==> src/rtl/spi_stream_rx.sv <==
// Purpose : oversampled serial (sclk/sdata/svalid) to AXI4-Stream word receiver with FIFO, frame tlast and drop stats.
// Latency : final sample cycle N -> commit at N+1 -> m_axis_tvalid at N+2 (empty FIFO), after SYNC_STAGES of pin sync.
// Backpr. : m_axis_tready stalls the FWFT FIFO; a word committing into a full FIFO with no pop is dropped and counted.
//
// Ports   : aclk/aresetn (async active-low); sclk/sdata/svalid serial link (async to aclk);
//           m_axis_* stream master (tuser=1 marks a short, zero-padded word); fifo_level occupancy;
//           overflow/drop_count sticky drop stats, cleared by clear_stats.
// Option  : define SPI_RX_PARITY_EN to expect a trailing odd-parity bit per word and add the parity_err output.
module spi_stream_rx #(
   parameter int DATA_WIDTH  = 32,
   parameter int FIFO_DEPTH  = 8,
   parameter int FRAME_LEN   = 4,
   parameter int SYNC_STAGES = 2
) (
   input  logic                          aclk,
   input  logic                          aresetn,
   input  logic                          sclk,
   input  logic                          sdata,
   input  logic                          svalid,
   output logic [DATA_WIDTH-1:0]         m_axis_tdata,
   output logic                          m_axis_tvalid,
   input  logic                          m_axis_tready,
   output logic                          m_axis_tlast,
   output logic                          m_axis_tuser,
   output logic [$clog2(FIFO_DEPTH):0]   fifo_level,
   output logic                          overflow,
   output logic [15:0]                   drop_count,
   input  logic                          clear_stats
`ifdef SPI_RX_PARITY_EN
   ,
   output logic                          parity_err
`endif
);

`ifdef SPI_RX_PARITY_EN
   localparam int PAR_BITS = 1;
`else
   localparam int PAR_BITS = 0;
`endif
   // The shift register also holds the parity bit (when present) in its LSB.
   localparam int SR_W  = DATA_WIDTH + PAR_BITS;
   localparam int CNT_W = $clog2(SR_W + 1);
   localparam int PTR_W = $clog2(FIFO_DEPTH);
   localparam int LVL_W = PTR_W + 1;

   typedef enum logic [1:0] {ST_IDLE, ST_SHIFT, ST_COMMIT} state_t;

   typedef struct packed {
      logic                  tuser;
      logic                  tlast;
      logic [DATA_WIDTH-1:0] dat;
   } entry_t;

   // ---------------- input synchronisers and falling-edge detect ----------------
   logic [SYNC_STAGES-1:0] sclk_sync_q, sclk_sync_d;
   logic [SYNC_STAGES-1:0] sdata_sync_q, sdata_sync_d;
   logic [SYNC_STAGES-1:0] svalid_sync_q, svalid_sync_d;
   logic                   sclk_prev_q, sclk_prev_d;
   logic                   sclk_s, sdata_s, svalid_s, sample;

   always_comb begin
      sclk_sync_d   = {sclk_sync_q[SYNC_STAGES-2:0], sclk};
      sdata_sync_d  = {sdata_sync_q[SYNC_STAGES-2:0], sdata};
      svalid_sync_d = {svalid_sync_q[SYNC_STAGES-2:0], svalid};
      sclk_s        = sclk_sync_q[SYNC_STAGES-1];
      sdata_s       = sdata_sync_q[SYNC_STAGES-1];
      svalid_s      = svalid_sync_q[SYNC_STAGES-1];
      sclk_prev_d   = sclk_s;
      sample        = sclk_prev_q & ~sclk_s;
   end

   // ---------------- deserialiser FSM ----------------
   state_t            state_q, state_d;
   logic [SR_W-1:0]   sr_q, sr_d;
   logic [CNT_W-1:0]  cnt_q, cnt_d;
   logic              short_q, short_d;

   always_comb begin
      state_d = state_q;
      sr_d    = sr_q;
      cnt_d   = cnt_q;
      short_d = short_q;
      case (state_q)
         ST_IDLE: begin
            if (sample && svalid_s) begin
               sr_d    = {{(SR_W-1){1'b0}}, sdata_s};
               cnt_d   = CNT_W'(1);
               state_d = ST_SHIFT;
            end
         end
         ST_SHIFT: begin
            if (sample) begin
               if (svalid_s) begin
                  sr_d  = {sr_q[SR_W-2:0], sdata_s};
                  cnt_d = cnt_q + CNT_W'(1);
                  if (cnt_q == CNT_W'(SR_W - 1)) begin
                     short_d = 1'b0;
                     state_d = ST_COMMIT;
                  end
               end else begin
                  // Early svalid drop: the bits already shifted in are right-justified.
                  short_d = 1'b1;
                  state_d = ST_COMMIT;
               end
            end
         end
         ST_COMMIT: begin
            // Any sample landing here is ignored; the link timing keeps it from happening.
            sr_d    = '0;
            cnt_d   = '0;
            short_d = 1'b0;
            state_d = ST_IDLE;
         end
         default: begin
            sr_d    = '0;
            cnt_d   = '0;
            short_d = 1'b0;
            state_d = ST_IDLE;
         end
      endcase
   end

   // ---------------- commit / FIFO control ----------------
   entry_t            mem_q [FIFO_DEPTH];
   logic [PTR_W-1:0]  wr_ptr_q, wr_ptr_d, rd_ptr_q, rd_ptr_d;
   logic [LVL_W-1:0]  level_q, level_d;
   logic [7:0]        frame_q, frame_d;
   logic              overflow_q, overflow_d;
   logic [15:0]       drop_cnt_q, drop_cnt_d;
   logic              commit, par_ok, pop, push, drop, full_no_pop, word_last;
   entry_t            wr_entry;
`ifdef SPI_RX_PARITY_EN
   logic              parity_err_q, parity_err_d;
`endif

   always_comb begin
      commit = (state_q == ST_COMMIT);
`ifdef SPI_RX_PARITY_EN
      // Odd parity: data bits plus the parity bit must hold an odd number of ones.
      par_ok = ^sr_q;
`else
      par_ok = 1'b1;
`endif
      pop         = (level_q != '0) && m_axis_tready;
      // A pop in the same cycle frees the slot the commit needs.
      full_no_pop = (level_q == LVL_W'(FIFO_DEPTH)) && !pop;
      push        = commit && par_ok && !full_no_pop;
      drop        = commit && par_ok && full_no_pop;
      word_last   = short_q || (frame_q == 8'(FRAME_LEN - 1));

      wr_entry.tuser = short_q;
      wr_entry.tlast = word_last;
      wr_entry.dat   = sr_q[SR_W-1:PAR_BITS];

      wr_ptr_d = push ? wr_ptr_q + PTR_W'(1) : wr_ptr_q;
      rd_ptr_d = pop  ? rd_ptr_q + PTR_W'(1) : rd_ptr_q;
      level_d  = level_q + LVL_W'(push) - LVL_W'(pop);

      frame_d = frame_q;
      if (push) frame_d = word_last ? 8'd0 : frame_q + 8'd1;

      overflow_d = overflow_q | drop;
      drop_cnt_d = (drop && drop_cnt_q != 16'hFFFF) ? drop_cnt_q + 16'd1 : drop_cnt_q;
      if (clear_stats) begin
         overflow_d = 1'b0;
         drop_cnt_d = 16'd0;
      end
`ifdef SPI_RX_PARITY_EN
      parity_err_d = clear_stats ? 1'b0 : (parity_err_q | (commit && !par_ok));
`endif
   end

   always_ff @(posedge aclk or negedge aresetn) begin
      if (!aresetn) begin
         sclk_sync_q   <= '0;
         sdata_sync_q  <= '0;
         svalid_sync_q <= '0;
         sclk_prev_q   <= 1'b0;
         state_q       <= ST_IDLE;
         sr_q          <= '0;
         cnt_q         <= '0;
         short_q       <= 1'b0;
         wr_ptr_q      <= '0;
         rd_ptr_q      <= '0;
         level_q       <= '0;
         frame_q       <= 8'd0;
         overflow_q    <= 1'b0;
         drop_cnt_q    <= 16'd0;
`ifdef SPI_RX_PARITY_EN
         parity_err_q  <= 1'b0;
`endif
      end else begin
         sclk_sync_q   <= sclk_sync_d;
         sdata_sync_q  <= sdata_sync_d;
         svalid_sync_q <= svalid_sync_d;
         sclk_prev_q   <= sclk_prev_d;
         state_q       <= state_d;
         sr_q          <= sr_d;
         cnt_q         <= cnt_d;
         short_q       <= short_d;
         wr_ptr_q      <= wr_ptr_d;
         rd_ptr_q      <= rd_ptr_d;
         level_q       <= level_d;
         frame_q       <= frame_d;
         overflow_q    <= overflow_d;
         drop_cnt_q    <= drop_cnt_d;
`ifdef SPI_RX_PARITY_EN
         parity_err_q  <= parity_err_d;
`endif
      end
   end

   // Storage needs no reset: outputs are masked while the FIFO is empty.
   always_ff @(posedge aclk) begin
      if (push) mem_q[wr_ptr_q] <= wr_entry;
   end

   // ---------------- outputs ----------------
   always_comb begin
      m_axis_tvalid = (level_q != '0);
      m_axis_tdata  = m_axis_tvalid ? mem_q[rd_ptr_q].dat   : '0;
      m_axis_tlast  = m_axis_tvalid ? mem_q[rd_ptr_q].tlast : 1'b0;
      m_axis_tuser  = m_axis_tvalid ? mem_q[rd_ptr_q].tuser : 1'b0;
      fifo_level    = level_q;
      overflow      = overflow_q;
      drop_count    = drop_cnt_q;
`ifdef SPI_RX_PARITY_EN
      parity_err    = parity_err_q;
`endif
   end

endmodule
==> config.mk <==
export PLATFORM = sky130hd
export DESIGN_NAME = spi_stream_rx
export DESIGN_NICKNAME = d
export VERILOG_FILES = /design/src/rtl/spi_stream_rx.sv
export SDC_FILE = /design/constraint.sdc
export NUM_CORES = 1
export LEC_CHECK = 0
export CORE_MARGIN = 5
export CORE_UTILIZATION = 63
export CTS_BUF_LIST = sky130_fd_sc_hd__clkbuf_8 sky130_fd_sc_hd__clkbuf_16
export CTS_CLUSTER_DIAMETER = 150
export CTS_CLUSTER_SIZE = 20
export DETAILED_ROUTE_END_ITERATION = 6
export DONT_BUFFER_PORTS = 1
export PLACE_DENSITY = 0.77
export SYNTH_ARGS = -nofsm -noshare
export SYNTH_HDL_FRONTEND = slang
export SYNTH_SLANG_ARGS = --single-unit
==> constraint.sdc <==
create_clock -name aclk -period 7.1 [get_ports aclk]
set_clock_uncertainty 0.1 [all_clocks]
set_input_delay 2.13 -clock aclk [delete_from_list [all_inputs] [get_ports aclk]]
set_output_delay 2.13 -clock aclk [all_outputs]
set_load 0.01 [all_outputs]
==> impl_metrics.tcl <==
set metrics [dict create \
    status "complete, no violations" \
    post_cts_buffers 0 \
    cts.clk_slew.worst_paths_ns 0.08 \
    antennaDiodeCount 0 \
    die_x_um 159 \
    row_count 54 \
    dp_slack_ns 2.31 \
    worst_slack_ns 1.87 \
    root_buffer "clkbuf_16" \
    ys.flop_type "edfxtp_1" \
    synth_seq_cells 355 \
    cts_tree "done" \
    path_class "flip-flop to output pin" \
    gp_congestion 0.822 \
    post_cts_resized 0 \
    viasPerCell 6.42 \
    setup_violations 0 \
    netlist_area_um2 14000 \
    seq_area_frac_synth_pct 73.4 \
    synth_cells 769 \
    grt_setup_unrepaired "no" \
    finish.utilization_pct 68.4 \
    hold_end "svalid_sync_q[1]" \
    io_buffers 0 \
    grt_util_all_layers_pct 20.2 \
    synth_warnings 0 \
    wl_met2_um 13000 \
    remaining_drc_errors 0 \
    yosysUniqueCellTypes 50 \
    routed.top_layer "met4" \
    io_pins 63 \
    p_switching_w 0.00131 \
    min_path_cells 0 \
    slew_viol_final 0 \
    core_um2 21800 \
    die_area_um2 25200 \
    r2r_cells 7 \
    r2r-start "fifo_level[2]" \
    p_int_w 0.00327 \
    max-slew-margin-rel_pct 32.0 \
    path_max_fanout 51 \
    synth.area.top_cells "edfxtp_1, dfrtp_1, mux4_2" \
    antenna_found_initial 0 \
    wl_met3_um 1720 \
    fin_nets 786 \
    fillers 1406 \
    fin_tns_setup_ns 0 \
    cts_buffers 21 \
    globalRouteOverflowTotal 0 \
    required_ns 4.87 \
    drt_pass1_iterations 4 \
    power_frac_comb_pct 19.8 \
    grt_pass1_vias 7204 \
    ir_drop_mv 0.207 \
    drive_gt1_share_pct 16.1 \
    yosys.area.top_type "edfxtp_1" \
    htree_levels 1 \
    cts_sinks 355 \
    hold_slack_ns 0.251 \
    synth_top_area_share_pct 58.5 \
    hpwl_um 14000 \
    clock.fmax_mhz 191 \
    fin_crit_sh_pct 73.7 \
    drt_iter0_markers 483 \
    p_sw_share_pct 28.5 \
    startpoint_type "flip-flop" \
    antenna_left 0 \
    syn_nets 787 \
    power.density_nw_per_um2 306 \
    area_growth_syn_to_layout_pct 6.85 \
    cts_hold_buffers 0 \
    r2r_setup_slack_ns 3.93 \
    clk_latency_ns 0.53 \
    initial_utilization_pct 64.0 \
    grt_pass1_wl_um 40600 \
    async_flop_share_pct 23.4 \
    cts.path.max_buffers 3 \
    placed_cell_area_um2 14300 \
    syn_avg_cell_area_um2 18.2 \
    routed-via-count 6824 \
    final_hold_viol_count 0 \
    power_frac_seq_pct 54.6 \
    clkPwrFrac_pct 25.7 \
    wirelength_met1_um 10300 \
    grt_start_max_net_pins 84 \
    wirelength_um 25300 \
    die_h_um 159 \
    hold_start "svalid_sync_q[0]" \
    worstMarginPinSlew_ns 1.02 \
    leakage_nw 5.46 \
    reg2reg_to "mem_q[2][31]" \
    synth_edf_count 272 \
    crit_path_end_kind "output pin" \
    hold_path_class "flip-flop to flip-flop" \
    final_area_um2 14900 \
    cap_violations 0 \
    fin_crit_ns 5.23 \
    critPathArrivalTime_ns 3.00 \
    wire_per_inst_um 23.8 \
]
[cells in the final DEF (no fill, tap or decap), drive strengths merged, types with 4 or more instances in the layout]
cell type / instances
dfrtp: 83
mux4: 68
a21oi: 8
nand4: 7
buf: 13
nand2b: 4
a31oi: 4
nor3b: 4
nand3: 11
xor2: 6
inv: 30
nor2: 66
mux2i: 37
nor2b: 5
clkbuf: 21
ha: 10
a22o: 34
o21ai: 14
xnor2: 9
nand2: 28
nor3: 9
edfxtp: 272
[metrics by stage]
step | std cells | power, W
after global routing | 1063 | 0.00480
after CTS | 1063 | 0.00463
after global placement | 1025 | 0.00344
after detailed placement | 1025 | 0.00348
after floorplan | 769 | 0.00326
final | 1063 | 0.00457
[worst max-delay path: stages (launching register included)]
cell and delay, ns:
dfrtp_4 1.09, buf_4 0.51, mux4_2 0.56, mux2i_1 0.19
nor2_1 0.10
[per-layer routing]
layer / vias to the layer above / track usage, %
met4: 0 / 3.64
met5: - / 0
met2: 224 / 34.2
li1: 3015 / -
met1: 3559 / 28.1
met3: 26 / 4.07
[Yosys cell counts, types with 7 or more instances]
library cell  number
a21oi_1            8
a22o_1            34
buf_2              8
clkbuf_1          24
dfrtp_1           83
edfxtp_1         272
ha_1              10
inv_1             13
mux2i_1           37
mux4_2            68
nand2_1           27
nand3_1           11
nand4_1            7
nor2_1            66
nor3_1             9
o21ai_0           14
xnor2_1            9
[worst max path at each step]
stage                        from               end  slack (ns)  cells after the start
global placement      rd_ptr_q[0]  m_axis_tdata[30]        2.35                      4
detailed placement    rd_ptr_q[0]  m_axis_tdata[19]        2.31                      4
finish                rd_ptr_q[0]  m_axis_tdata[19]        1.87                      4
CTS                   rd_ptr_q[0]  m_axis_tdata[19]        1.74                      4
global route          rd_ptr_q[0]  m_axis_tdata[16]        1.57                      4
floorplan           m_axis_tready       mem_q[4][0]        0.17                      4
[logic make-up (layout without fill, tap and decap cells)]
group,Yosys count,in the layout,share of synthesized area [%]
AOI/OAI and AO/OA,78,78,4.15
xor gates and xnor gates,15,15,0.941
adders and majority gates,11,11,1.04
buffers and inverters,50,64,1.44
DFF,355,355,73.4
muxes,106,106,13.7
and+or+nand+nor,154,154,5.38
[power groups by stage]
stage / sequential [W] / combinational [W] / clock [W]
after floorplan: 0.00238 / 0.000878 / 0
after global placement: 0.00254 / 0.000898 / 0
after detailed placement: 0.00255 / 0.000924 / 0
after CTS: 0.00251 / 0.000926 / 0.00119
after global routing: 0.00253 / 0.000990 / 0.00128
final: 0.00250 / 0.000904 / 0.00117
[flip-flops by register name, indices dropped and copies added, names as in the netlist, 3 cells and up]
signal      cells
cnt_q           6
drop_count     16
fifo_level      4
frame_q         8
mem_q         272
rd_ptr_q        3
sr_q           32
wr_ptr_q        3
[final cells by class]
class | instances | area (um^2) | share of cell area, %
Clock buffer | 21 | 526 | 3.52
Clock inverter | 17 | 71.3 | 0.478
Multi-Input combinational cell | 364 | 3580 | 24.0
Inverter | 13 | 48.8 | 0.327
Sequential cell | 355 | 10300 | 68.7
Timing Repair Buffer | 13 | 97.6 | 0.654
Tap cell | 280 | 350 | 2.35
No activity file was read; power rests on OpenSTA's default activity.
